$ cat config.mk
export PLATFORM = sky130hd
export DESIGN_NAME = cpu_mdu_seq
export DESIGN_NICKNAME = d
export VERILOG_FILES = /design/src/rtl/cpu_mdu_pkg.sv /design/src/rtl/cpu_mdu_seq.sv
export SDC_FILE = /design/constraint.sdc
export NUM_CORES = 1
export LEC_CHECK = 0
export BUFFER_PORTS_ARGS = -buffer_cell sky130_fd_sc_hd__buf_2
export CAP_MARGIN = 20
export CORE_ASPECT_RATIO = 2
export CORE_MARGIN = 1
export CORE_UTILIZATION = 40
export CTS_CLUSTER_DIAMETER = 80
export DETAILED_ROUTE_END_ITERATION = 6
export PLACE_DENSITY = 0.67
export REMOVE_ABC_BUFFERS = 1
export SKIP_CTS_REPAIR_TIMING = 1
export SYNTH_ARGS = -nofsm -noshare
export SYNTH_HDL_FRONTEND = slang
export SYNTH_SLANG_ARGS = --single-unit
$ cat constraint.sdc
create_clock -name clk -period 5.2 [get_ports clk]
set_clock_uncertainty 0.1 [all_clocks]
set_input_delay 1.04 -clock clk [delete_from_list [all_inputs] [get_ports clk]]
set_output_delay 1.04 -clock clk [all_outputs]
set_load 0.02 [all_outputs]
$ cat src/rtl/cpu_mdu_pkg.sv
// -----------------------------------------------------------------------------
// cpu_mdu_pkg
// Shared definitions for the M-extension sequencer and its cpu_mdu partner:
//   - mdu_state_e : sequencer FSM states
//   - MDU_*       : 3-bit MDU operation codes (RISC-V funct3 ordering)
// -----------------------------------------------------------------------------
package cpu_mdu_pkg;

   typedef enum logic [1:0] {
      IDLE  = 2'd0,
      ISSUE = 2'd1,
      DRAIN = 2'd2,
      WB    = 2'd3
   } mdu_state_e;

   localparam logic [2:0] MDU_MUL    = 3'd0;
   localparam logic [2:0] MDU_MULH   = 3'd1;
   localparam logic [2:0] MDU_MULHSU = 3'd2;
   localparam logic [2:0] MDU_MULHU  = 3'd3;
   localparam logic [2:0] MDU_DIV    = 3'd4;
   localparam logic [2:0] MDU_DIVU   = 3'd5;
   localparam logic [2:0] MDU_REM    = 3'd6;
   localparam logic [2:0] MDU_REMU   = 3'd7;

endpackage

$ cat src/rtl/cpu_mdu_seq.sv
// -----------------------------------------------------------------------------
// cpu_mdu_seq
// Sequences one M-extension op at a time between the execute stage, an external
// (non-abortable) cpu_mdu and the writeback port.
//
// Parameters : XLEN (operand/result width), RD_W (destination index width)
// Ports:
//   clk, reset                  rising-edge clock, async active-high reset
//   in_valid/in_ready           op handshake from execute (ready only in IDLE)
//   in_control/in_a/in_b/in_rd  MDU_* opcode, operands, destination register
//   mdu_start                   start request, held for the whole ISSUE state
//   mdu_operand_a/_b, mdu_control  registered operands to cpu_mdu
//   mdu_result/mdu_ready        cpu_mdu result and done
//   wb_valid/wb_ready           writeback handshake
//   wb_rd/wb_data               writeback register and value (result unmodified)
//   flush                       discard the in-flight op
//   busy                        high whenever the FSM is not IDLE
//
// Optional feature (macro CPU_MDU_REUSE_EN): remembers the last completed
// (control, a, b, result) tuple; an identical op goes straight to WB without
// touching cpu_mdu.
// -----------------------------------------------------------------------------
module cpu_mdu_seq
   import cpu_mdu_pkg::*;
#(
   parameter int XLEN = 32,
   parameter int RD_W = 5
) (
   input  logic            clk,
   input  logic            reset,
   input  logic            in_valid,
   output logic            in_ready,
   input  logic [2:0]      in_control,
   input  logic [XLEN-1:0] in_a,
   input  logic [XLEN-1:0] in_b,
   input  logic [RD_W-1:0] in_rd,
   output logic            mdu_start,
   output logic [XLEN-1:0] mdu_operand_a,
   output logic [XLEN-1:0] mdu_operand_b,
   output logic [2:0]      mdu_control,
   input  logic [XLEN-1:0] mdu_result,
   input  logic            mdu_ready,
   output logic            wb_valid,
   input  logic            wb_ready,
   output logic [RD_W-1:0] wb_rd,
   output logic [XLEN-1:0] wb_data,
   input  logic            flush,
   output logic            busy
);

   mdu_state_e      state_q, state_d;
   logic            kill_q;
   logic            accept;
   logic            drain_done;
   logic            reuse_hit;
   logic [XLEN-1:0] reuse_data;

   assign accept     = (state_q == IDLE) && in_valid && !flush;
   // cpu_mdu has released ready, so a following start cannot see a stale done
   assign drain_done = (state_q == DRAIN) && !mdu_ready;

`ifdef CPU_MDU_REUSE_EN
   logic            c_vld;
   logic [2:0]      c_ctrl;
   logic [XLEN-1:0] c_a, c_b, c_res;

   assign reuse_hit  = c_vld && (in_control == c_ctrl) && (in_a == c_a) && (in_b == c_b);
   assign reuse_data = c_res;

   // Tuple is recorded when an op finishes its handshake un-killed; any flush
   // or killed op invalidates it.
   always_ff @(posedge clk or posedge reset) begin
      if (reset) begin
         c_vld  <= 1'b0;
         c_ctrl <= '0;
         c_a    <= '0;
         c_b    <= '0;
         c_res  <= '0;
      end else if (flush) begin
         c_vld <= 1'b0;
      end else if (drain_done) begin
         c_vld  <= !kill_q;
         c_ctrl <= mdu_control;
         c_a    <= mdu_operand_a;
         c_b    <= mdu_operand_b;
         c_res  <= wb_data;
      end
   end
`else
   assign reuse_hit  = 1'b0;
   assign reuse_data = '0;
`endif

   // State register
   always_ff @(posedge clk or posedge reset) begin
      if (reset) state_q <= IDLE;
      else       state_q <= state_d;
   end

   // Next-state logic
   always_comb begin
      state_d = state_q;
      case (state_q)
         IDLE:    if (accept) state_d = reuse_hit ? WB : ISSUE;
         ISSUE:   if (mdu_ready) state_d = DRAIN;
         // a flush arriving on the exit cycle kills the op just like an earlier one
         DRAIN:   if (!mdu_ready) state_d = (kill_q || flush) ? IDLE : WB;
         WB:      if (flush || wb_ready) state_d = IDLE;
         default: state_d = IDLE;
      endcase
   end

   // Outputs
   always_comb begin
      in_ready  = (state_q == IDLE);
      mdu_start = (state_q == ISSUE);
      wb_valid  = (state_q == WB);
      busy      = (state_q != IDLE);
   end

   // Operand, destination and result registers
   always_ff @(posedge clk or posedge reset) begin
      if (reset) begin
         mdu_operand_a <= '0;
         mdu_operand_b <= '0;
         mdu_control   <= '0;
         wb_rd         <= '0;
         wb_data       <= '0;
      end else begin
         if (accept) begin
            mdu_operand_a <= in_a;
            mdu_operand_b <= in_b;
            mdu_control   <= in_control;
            wb_rd         <= in_rd;
            if (reuse_hit) wb_data <= reuse_data;
         end
         if ((state_q == ISSUE) && mdu_ready) wb_data <= mdu_result;
      end
   end

   // Kill flag: remembers a flush seen while cpu_mdu is still busy with the op
   always_ff @(posedge clk or posedge reset) begin
      if (reset) begin
         kill_q <= 1'b0;
      end else if (drain_done) begin
         kill_q <= 1'b0;
      end else if (((state_q == ISSUE) || (state_q == DRAIN)) && flush) begin
         kill_q <= 1'b1;
      end
   end

endmodule

==> impl_metrics.ini <==
[power_and_ir_drop]
leakagePower_nw = 3.21
power.density_nw_per_um2 = 688
ir_drop_uv = 343

[cts]
numCtsBuffers = 9
clkTransAtPathRegs_ns = 0.07
tritoncts = yes
numClockSinks = 107
clock_latency_ns = 0.33
clockRootBuffer = clkbuf_16
cts_buffer_depth = 2
htreeDepth = 3

[timing]
whs_ns = 0.400
setup_viol = 0
tightest_slew_ns = 1.11
slew_violations = 0
post-route-period-util_pct = 54.4
period_minus_slack_ns = 2.83
fmax_ghz = 0.354
slew_headroom_pct = 25.9
hold_viol = 0
tns_ns = 0
grt_setup_unrepaired = no

[logic_synthesis]
ys_seq_area_share_pct = 59.9
synth_flop_cell = dfrtp_1
synth_cells = 246
synth_area_leader_cell = dfrtp_1
syn_avg_cell_area_sq_um = 18.2
synth_common_cells = dfrtp_1, mux2_4, mux2_2, buf_12
synth-async-reset-ratio_pct = 100
syn_area_sq_um = 4470
ys_warn_count = 0
ys_seq_elements = 107
synth_top_area_share_pct = 59.9
synth_area_leaders = dfrtp_1, mux2_4, mux2_2
post-synth-top-count-cell = dfrtp_1
synth-edff-count = 0
ys_types = 17

[routing]
avgRoutedWirePerCell_um = 15.6
ant_nets = 0
avgViaCountPerCell = 4.59
vias = 2814
first_pass_iters = 2
drc = 0
finalWirelength_um = 9540
drt_iter0_markers = 71

[grt]
track_usage_pct = 16.0
grt_pass1_vias = 2876
grt_max_degree = 70
antenna_found_initial = 1
grt_overflow_total = 0
grt_pass1_wl_um = 14200

[setup_path]
start_kind = primary input
crit_required_ns = 5.32
crit_type = primary input to flip-flop
reg2regPathDepth = 6
critPathMaxFanout = 57
cp-end-kind = flip-flop
crit_arrival_ns = 2.95
ff2ff_setup_slack_ns = 2.47
r2r-start = state_q[1]
r2r-end = mdu_operand_b[14]

[worst_hold_path]
worstHoldStart = wb_data[20]
hold_end = wb_data[20]
hold_depth = 1
hp-class = flip-flop to flip-flop

[run]
max-cap-violations = 0

[die]
dieWidth_um = 76.8
die_h_um = 152
io_pins = 218
coreArea_sq_um = 10900
start_util_pct = 41.1
die-area_sq_um = 11600
rows = 54

[cells_and_area]
syn2layout_area_growth_pct = 31.7
drive_gt1_share_pct = 72.8
n_fill_cell = 951
nNetsFinal = 581

[place]
gp_congestion = 0.785
place_hpwl_um = 7160
portBuffers = 217

[outcome]
outcome = complete, no violations
## through the flow
step / power [mW] / setup slack (ns) / instance area, sq um / instances / util [%]
floorplan: 2.76 / 1.24 / 4300 / 235 / -
CTS: 4.10 / 2.39 / 5890 / 611 / 54.1
finish: 4.05 / 2.37 / 5890 / 613 / 54.2
global route: 4.27 / 2.30 / 5890 / 611 / 54.1
detailed placement: 3.40 / 2.02 / 5580 / 595 / 51.3
global placement: 3.36 / 2.05 / 5580 / 595 / 51.3
## kinds of logic (layout without fill, tap and decap cells)
logic type / Yosys count / in the layout / synth area share, %
flops: 107 / 107 / 59.9
mux: 106 / 106 / 32.5
buf+inv: 16 / 241 / 4.34
simple gates: 7 / 7 / 1.09
fa+ha+maj: 5 / 5 / 1.40
compound gates: 5 / 5 / 0.783
other cells: 0 / 2 / 0
## layout make-up
| class | count | area, sq um | area share [%] |
|---|---|---|---|
| flip-flops and latches | 107 | 2680 | 45.5 |
| multi-input cells | 123 | 1600 | 27.2 |
| repair buffers | 220 | 1110 | 18.8 |
| clock buffers | 10 | 229 | 3.89 |
| well taps | 140 | 175 | 2.97 |
| clock inverters | 6 | 72.6 | 1.23 |
| inverters | 5 | 21.3 | 0.361 |
| diodes | 2 | 5.00 | 0.0850 |
## registers in the layout, indices dropped and copies added (netlist names)
name,count
mdu_operand_a,32
state_q,2
mdu_control,3
wb_data,32
kill_q,1
wb_rd,5
mdu_operand_b,32
## placed cells by master (no fill, tap or decap)
cell and n:
nor3b_1 2, inv_4 1, dfrtp_1 107, mux2i_1 1
a211oi_1 1, nand2_1 1, or2_4 1, bufinv_16 1
buf_4 3, clkbuf_16 9, ha_1 5, clkbuf_1 1
mux2_2 35, diode_2 2, a21oi_1 2, inv_6 2
nand2b_4 1, a2bb2oi_1 1, nor2_1 2, buf_2 217
inv_1 4, clkinv_4 1, a2111oi_0 1, inv_8 1
clkinv_2 1, mux2_4 70
## worst max-delay path by stage
stage / start / to / slack (ns)
final: flush / mdu_operand_b[14] / 2.37
after CTS: flush / mdu_operand_b[14] / 2.39
after global placement: flush / mdu_operand_a[10] / 2.05
after global routing: flush / mdu_operand_a[27] / 2.30
after floorplan: reset / kill_q / 1.24
after detailed placement: flush / mdu_operand_b[2] / 2.02
## worst max-delay path, stage by stage
cell	delay, ns
buf_2	0.11
nand2b_4	0.13
or2_4	0.81
buf_4	0.44
mux2_4	0.33
## power by group
group / leakage [nW] / switching [mW] / internal [mW]
clock network: 0.149 / 0.306 / 0.381
registers: 1.27 / 0.231 / 1.26
logic: 1.79 / 0.985 / 0.893
total: 3.21 / 1.52 / 2.53
## per-layer routing
| metal | track usage [%] | vias to the layer above | part of all wire (%) |
|---|---|---|---|
| met5 | 0 | - | 0 |
| met4 | 8.17 | 0 | 2.2 |
| met3 | 3.17 | 15 | 4.6 |
| met2 | 30.1 | 109 | 58 |
| met1 | 16.5 | 1395 | 35 |
| li1 | - | 1295 | - |
Power figures use the tool's default switching activity.
